==> config.mk <==
export PLATFORM = sky130hd
export DESIGN_NAME = bin_to_bcd_seq_flat
export DESIGN_NICKNAME = d
export VERILOG_FILES = /design/src/rtl/bin_to_bcd_seq_if.sv /design/src/rtl/bin_to_bcd_seq.sv /design/src/flat_wrapper.sv
export SDC_FILE = /design/constraint.sdc
export NUM_CORES = 1
export LEC_CHECK = 0
export ABC_AREA = 1
export CAP_MARGIN = 20
export CORE_MARGIN = 1.5
export CORE_UTILIZATION = 59
export DETAILED_ROUTE_END_ITERATION = 16
export PLACE_DENSITY_LB_ADDON = 0.2
export SYNTH_ARGS = -nofsm -noshare
export SYNTH_HDL_FRONTEND = slang
export SYNTH_SLANG_ARGS = --single-unit
==> constraint.sdc <==
create_clock -name clk -period 3.1 [get_ports clk]
set_input_delay 0.775 -clock clk [delete_from_list [all_inputs] [get_ports clk]]
set_output_delay 0.775 -clock clk [all_outputs]
set_load 0.02 [all_outputs]
==> src/rtl/bin_to_bcd_seq_if.sv <==
// Handshake bundle between the result FSM (master) and the BCD converter (slave).
// The neg signal exists only when SIGNED_IN_EN is defined.
interface bin_to_bcd_seq_if #(
    parameter int BIN_W  = 14,
    parameter int DIGITS = 4
);
    logic                  start;
    logic [BIN_W-1:0]      bin_in;
    logic                  busy;
    logic                  done;
    logic [4*DIGITS-1:0]   bcd_out;
    logic                  overflow;
`ifdef SIGNED_IN_EN
    logic                  neg;

    modport master (output start, bin_in, input busy, done, bcd_out, overflow, neg);
    modport slave  (input start, bin_in, output busy, done, bcd_out, overflow, neg);
`else
    modport master (output start, bin_in, input busy, done, bcd_out, overflow);
    modport slave  (input start, bin_in, output busy, done, bcd_out, overflow);
`endif
endinterface

==> src/rtl/bin_to_bcd_seq.sv <==
// Sequential double-dabble binary-to-BCD converter with start/busy/done handshake.
// Optional macro SIGNED_IN_EN: two's complement input, magnitude converted, sign on neg.
module bin_to_bcd_seq #(
    parameter int BIN_W  = 14,
    parameter int DIGITS = 4
) (
    input  logic              clk,
    input  logic              rst,
    bin_to_bcd_seq_if.slave   bus
);
    localparam int          SW       = 4 * DIGITS;
    localparam int          CW       = $clog2(BIN_W + 1);
    localparam logic [31:0] LIMIT    = 32'(10 ** DIGITS - 1);
    localparam logic [CW-1:0] CNT_LOAD = CW'(BIN_W);
    localparam logic [CW-1:0] CNT_ONE  = CW'(1);
    localparam logic [SW-1:0] NINES    = {DIGITS{4'h9}};

    typedef enum logic [1:0] {
        IDLE  = 2'd0,
        SHIFT = 2'd1,
        DONE  = 2'd2
    } state_t;

    state_t            state_r, state_s;
    logic [BIN_W-1:0]  bin_r, bin_s;
    logic [SW-1:0]     scratch_r, scratch_s, step_s;
    logic [CW-1:0]     cnt_r, cnt_s;
    logic              ovf_lat_r, ovf_lat_s;
    logic              busy_r, busy_s;
    logic              done_r, done_s;
    logic [SW-1:0]     bcd_r, bcd_s;
    logic              ovf_r, ovf_s;
    logic [BIN_W-1:0]  mag_s;
    logic              ovf_in_s;
    logic              accept_s;
`ifdef SIGNED_IN_EN
    logic              neg_lat_r, neg_lat_s;
    logic              neg_r, neg_s;
`endif

    // Add 3 to every digit >= 5, then shift left by one pulling in the next binary bit.
    function automatic logic [SW-1:0] dabble_step(input logic [SW-1:0] s, input logic msb);
        logic [SW-1:0] adj;
        adj = s;
        for (int i = 0; i < DIGITS; i++) begin
            if (s[4*i +: 4] >= 4'd5) begin
                adj[4*i +: 4] = s[4*i +: 4] + 4'd3;
            end else begin
                adj[4*i +: 4] = s[4*i +: 4];
            end
        end
        return {adj[SW-2:0], msb};
    endfunction

    // Input magnitude and overflow decision for the accepting edge
    always_comb begin
`ifdef SIGNED_IN_EN
        if (bus.bin_in[BIN_W-1]) begin
            mag_s = ~bus.bin_in + {{(BIN_W-1){1'b0}}, 1'b1};
        end else begin
            mag_s = bus.bin_in;
        end
`else
        mag_s = bus.bin_in;
`endif
        ovf_in_s = ({{(32-BIN_W){1'b0}}, mag_s} > LIMIT);
        step_s   = dabble_step(scratch_r, bin_r[BIN_W-1]);
    end

    // Next-state, datapath and output decode
    always_comb begin
        state_s   = state_r;
        bin_s     = bin_r;
        scratch_s = scratch_r;
        cnt_s     = cnt_r;
        busy_s    = 1'b0;
        done_s    = 1'b0;
        bcd_s     = bcd_r;
        ovf_s     = ovf_r;
        accept_s  = 1'b0;
`ifdef SIGNED_IN_EN
        neg_s     = neg_r;
`endif
        case (state_r)
            IDLE: begin
                if (bus.start) accept_s = 1'b1;
                else           state_s  = IDLE;
            end
            SHIFT: begin
                scratch_s = step_s;
                bin_s     = {bin_r[BIN_W-2:0], 1'b0};
                cnt_s     = cnt_r - CNT_ONE;
                if (cnt_r == CNT_ONE) begin
                    state_s = DONE;
                    done_s  = 1'b1;
                    bcd_s   = ovf_lat_r ? NINES : step_s;
                    ovf_s   = ovf_lat_r;
`ifdef SIGNED_IN_EN
                    neg_s   = neg_lat_r;
`endif
                end else begin
                    busy_s  = 1'b1;
                end
            end
            DONE: begin
                if (bus.start) accept_s = 1'b1;
                else           state_s  = IDLE;
            end
            default: state_s = IDLE;
        endcase

        if (accept_s) begin
            state_s   = SHIFT;
            bin_s     = mag_s;
            scratch_s = '0;
            cnt_s     = CNT_LOAD;
            busy_s    = 1'b1;
            ovf_lat_s = ovf_in_s;
`ifdef SIGNED_IN_EN
            neg_lat_s = bus.bin_in[BIN_W-1];
`endif
        end else begin
            ovf_lat_s = ovf_lat_r;
`ifdef SIGNED_IN_EN
            neg_lat_s = neg_lat_r;
`endif
        end
    end

    // FSM state register
    always_ff @(posedge clk or posedge rst) begin
        if (rst) state_r <= IDLE;
        else     state_r <= state_s;
    end

    // Datapath and registered outputs
    always_ff @(posedge clk or posedge rst) begin
        if (rst) begin
            bin_r     <= '0;
            scratch_r <= '0;
            cnt_r     <= '0;
            ovf_lat_r <= 1'b0;
            busy_r    <= 1'b0;
            done_r    <= 1'b0;
            bcd_r     <= '0;
            ovf_r     <= 1'b0;
`ifdef SIGNED_IN_EN
            neg_lat_r <= 1'b0;
            neg_r     <= 1'b0;
`endif
        end else begin
            bin_r     <= bin_s;
            scratch_r <= scratch_s;
            cnt_r     <= cnt_s;
            ovf_lat_r <= ovf_lat_s;
            busy_r    <= busy_s;
            done_r    <= done_s;
            bcd_r     <= bcd_s;
            ovf_r     <= ovf_s;
`ifdef SIGNED_IN_EN
            neg_lat_r <= neg_lat_s;
            neg_r     <= neg_s;
`endif
        end
    end

    assign bus.busy     = busy_r;
    assign bus.done     = done_r;
    assign bus.bcd_out  = bcd_r;
    assign bus.overflow = ovf_r;
`ifdef SIGNED_IN_EN
    assign bus.neg      = neg_r;
`endif
endmodule

==> src/flat_wrapper.sv <==
// flat-port wrapper written by rule: the top's interface ports become plain ports
module bin_to_bcd_seq_flat 
#(
    parameter int BIN_W  = 14,
    parameter int DIGITS = 4
)
  (clk, rst, bus_start, bus_bin_in, bus_busy, bus_done, bus_bcd_out, bus_overflow);
  bin_to_bcd_seq_if #(.BIN_W(BIN_W), .DIGITS(DIGITS)) bus_i ();
  input  logic clk;
  input  logic rst;
  input wire logic [$bits(bus_i.start)-1:0] bus_start;
  input wire logic [$bits(bus_i.bin_in)-1:0] bus_bin_in;
  output wire logic [$bits(bus_i.busy)-1:0] bus_busy;
  output wire logic [$bits(bus_i.done)-1:0] bus_done;
  output wire logic [$bits(bus_i.bcd_out)-1:0] bus_bcd_out;
  output wire logic [$bits(bus_i.overflow)-1:0] bus_overflow;
  assign bus_i.start = bus_start;
  assign bus_i.bin_in = bus_bin_in;
  assign bus_busy = bus_i.busy;
  assign bus_done = bus_i.done;
  assign bus_bcd_out = bus_i.bcd_out;
  assign bus_overflow = bus_i.overflow;
  bin_to_bcd_seq #(.BIN_W(BIN_W), .DIGITS(DIGITS)) u_core (.clk(clk), .rst(rst), .bus(bus_i));
endmodule
# Word level (Yosys, flattened, before mapping)
# Cells that the tools add are included.
# classes
n_addsub	5
n_lt_le_gt_ge	5
eq_ne	5
n_mux	22
reduce_logical	5
# op_table
operator	n
$mux W16	3
$mux W14	2
$mux W4	5
$ge A4 B3 Y1 const B	4
$gt A14 B14 Y1 const B	1
$add A4 B2 Y4 const B	3
$mux W1	7
$mux W2	3
$eq A4 B1 Y1 const B	1
$pmux W2 S2	1
$reduce_and A2 Y1	2
$sub A4 B1 Y4 const B	1
$add A3 B2 Y3 const B	1
$mux W3	1
$ne A3 B1 Y1 const B	1
$ne A3 B2 Y1 const B	1
$eq A2 B1 Y1 const B	1
$eq A2 B2 Y1 const B	1
$logic_not A2 Y1	1
$reduce_bool A2 Y1	1
$reduce_or A2 Y1	1
# word_totals
register_bits	56
input_bits	17
word_cells	51

# Depth between registers and ports, before layout
# depth
depth_word	5
mapped_depth	9
ltp_nobuf	9

# Worst setup path after synthesis
# OpenSTA, ideal clock, no wires.
# synth_path
path_kind	input port to flip-flop
from	in bus_start
to	reg u_core.bin_r[13]
setup_ns	0.137
t_arrival_ns	1.239
required_time_ns	2.963
path_slack_ns	1.724
stages	5
path_buffers	1
cell_sequence	nand2_2 -> inv_2 -> buf_2 -> nand2_1 -> o221ai_1
# synth_via
elab_chain_len	3
elab_cells_between_ends	4
classes_between	mux: 3; reduce/logical: 1
# synth_lines
item	line_no	source
start: declaration	flat_wrapper.sv:11	input wire logic [$bits(bus_i.start)-1:0] bus_start;
$mux W1 (*)	bin_to_bcd_seq.sv:86, bin_to_bcd_seq.sv:106	
$mux W1 (*)	-	
$mux W14 or $reduce_bool A2 Y1 (tied branches)	-	
end signal: assignment	bin_to_bcd_seq.sv:152	bin_r <= bin_s;
end: declaration	bin_to_bcd_seq.sv:25	logic [BIN_W-1:0] bin_r, bin_s;
# Every way passes the cells marked *; elsewhere a longest branch is shown, timed or not.
# A chain may end at the register's enable or synchronous reset.

# Worst setup path after layout
# layout_path
from	reg u_core.bcd_r[2] (netlist: u_core.bus.bcd_out[2])
to	out bus_bcd_out[2]
# layout_rtl
item	line_no	source
start: declaration	bin_to_bcd_seq.sv:31	logic [SW-1:0] bcd_r, bcd_s;
start signal: assignment	bin_to_bcd_seq.sv:158	bcd_r <= bcd_s;
end: declaration	flat_wrapper.sv:15	output wire logic [$bits(bus_i.bcd_out)-1:0] bus_bcd_out;
# No word-level cell between the ends.

==> out/qor.txt <==
part of the cycle the worst path needs: 66.4%
post-DR wirelength/cell: 12.8 um
hold_ws: 0.486 ns
first-pass GRT wire length: 9220 um
synth top area cells: dfrtp_1 52%, nand2_1 15%, inv_1 5.8%
post-synth top area share: 51.6%
power per cell area: 1080 nW/um2
IO buf count: 35
clk_lat worst skew: 0.30 ns
most common cell after layout, fill and taps aside: nand2_1
Synth Flop Type: dfrtp_1
Initial Utilization: 61.9%
vias: 2,170
vias in the first global route: 2,114
CTS clock-pin slew for the worst setup and hold paths: 0.10 ns
Rows: 24
most frequent cells in the layout: 106 x nand2_1, 56 x dfrtp_1, 41 x inv_1
hold-fix buffer count after cts: 0
die area: 5020 um2
Pre-antenna DRT Iters: 4
Final min period: 2.06 ns
Layout area overhead: 17.2%
Clock Sink Count: 56
FMAX: 486 MHz
Gate Count Post-Synth: 322
synthesized cell area: 2710 um2
max-slew violations: 0
CP startpoint kind: register
Remaining Overflow, GRT: 0
CTS tree: yes
Non-Filler Instances: 411
CP delay by family, top: buffers and inverters
Worst EP required: 2.32 ns
WP data arrival: 1.28 ns
ANT nets after route: 0
FFs w/ async S/R, synth: 100%
Core Region: 4380 um2
DR iter-0 viols: 181
DRT Wirelength: 5260 um
setup violators final: 0
largest net degree at the start of global routing: 57
P_leak: 1.62 nW
Synth Register Bits: 56
CTS-repair resized insts: 0
# IOs: 36
worst hold path type: reg2reg
cell chain of the critical path: clkdlybuf4s50_1
htree depth: 2
die height: 70.8 um
post-synth top area cell: dfrtp_1
Hold Fails Final Rpt: 0
Slowest-stage cell, CP: clkdlybuf4s50_1
Clock Skew: 0.00735 ns
crit path max fanout: 2
layout cells sized above 1: 6.96%
RSZ-0062 raised after global routing: false
worst path bufs/invs: 1
antenna fix cells: 0
Max-slew headroom: 66.8%
DR DRC count: 0
Slew @ Worst Pin: 0.496 ns
die width: 70.8 um
initial antenna violation count: 0
Final Net Count: 385
setup bufs post-CTS: 0
placed cell count: 403
Final HPWL DP: 3720 um
Netlist cell types: 25
# fillers: 350
status: complete, no violations
crit path kind: reg2out
clk buf depth: 2
max incr delay on CP: 0.61 ns
CTS Root Cell: clkbuf_8
register area share after synthesis: 51.6%
Post-synth EDFFs: 0
max-cap check violation count: 0
TritonCTS buffer count: 5
RD Place Congestion: 0.788
Syn Area/Cell: 8.43 um2
vias per cell: 5.28
CP Capture Type: output pin
Tot Pwr: 3.44 mW
synth warn: 0
VDD IR max: 0.000733 V
Fin Setup TNS: 0 ns
Synthesized Nets: 349
overall global routing resource usage: 23.1%
## worst paths after layout
| path | start | to | slack, ns | cells past startpoint |
|---|---|---|---|---|
| min in group asynchronous | rst | u_core.scratch_r[5] | 0.84 | 3 |
| max | u_core.bus.bcd_out[2] | bus_bcd_out[2] | 1.04 | 1 |
| min | u_core.bus.bcd_out[13] | u_core.bus.bcd_out[13] | 0.49 | 2 |
| min reg2reg | u_core.bus.bcd_out[13] | u_core.bus.bcd_out[13] | 0.49 | 2 |
| max in group asynchronous | rst | u_core.bin_r[7] | 2.01 | 3 |
| max reg2reg | u_core.cnt_r[1] | u_core.bus.bcd_out[7] | 1.46 | 7 |
## synthesized netlist by cell type, types with 3 or more instances
cell / count
buf_4: 3
dfrtp_1: 56
o22ai_1: 5
inv_1: 42
ha_1: 10
o221ai_1: 10
nand4_1: 5
inv_2: 3
o21ai_0: 13
a21oi_1: 7
nand2_1: 106
nand3_1: 11
nor2_1: 28
buf_6: 4
o21ai_1: 5
## registers in the layout, indices dropped and copies added (netlist names)
name	count
u_core.bus.overflow	1
u_core.bus.bcd_out	16
u_core.bin_r	14
u_core.cnt_r	4
u_core.bus.busy	1
u_core.bus.done	1
u_core.ovf_lat_r	1
u_core.state_r	2
u_core.scratch_r	16
## per-layer routing
metal	global-route usage, %	up-vias	wire (um)
met2	37.8	50	2570
met5	0	-	0
met3	5.56	7	216
li1	-	1099	-
met1	29.8	1014	2380
met4	9.22	0	95
## metrics by stage
step           cell area, um2  util [%]  worst slack [ns]
6_report                 3180      72.5              1.04
3_5_place_dp             3090      70.4              1.13
4_1_cts                  3180      72.5              1.03
5_1_grt                  3180      72.5             0.980
3_3_place_gp             3090      70.4              1.19
2_1_floorplan            2710         -             0.954
## area by class of cell
class / instances / area (um2) / area share [%]
Clock buffer: 6 / 82.6 / 2.60
Sequential cell: 56 / 1400 / 44.1
Clock inverter: 2 / 10.0 / 0.315
Timing Repair Buffer: 38 / 385 / 12.1
Multi-Input combinational cell: 211 / 1060 / 33.3
Tap cell: 52 / 65.1 / 2.05
Inverter: 46 / 175 / 5.51
## power breakdown
part	internal, mW	total (mW)	switching, mW
logic	0.680	1.77	1.09
registers	1.08	1.27	0.191
clock network	0.179	0.406	0.227
## kinds of logic (layout without fill, tap and decap cells)
| logic type | Yosys count | count (layout) | share of synthesized area (%) |
|---|---|---|---|
| buffers and inverters | 55 | 92 | 9.31 |
| AOI/OAI and AO/OA | 43 | 43 | 10.1 |
| DFF | 56 | 56 | 51.6 |
| and+or+nand+nor | 158 | 158 | 24.4 |
| adders and majority gates | 10 | 10 | 4.61 |
(Power assumes the default switching activity.)
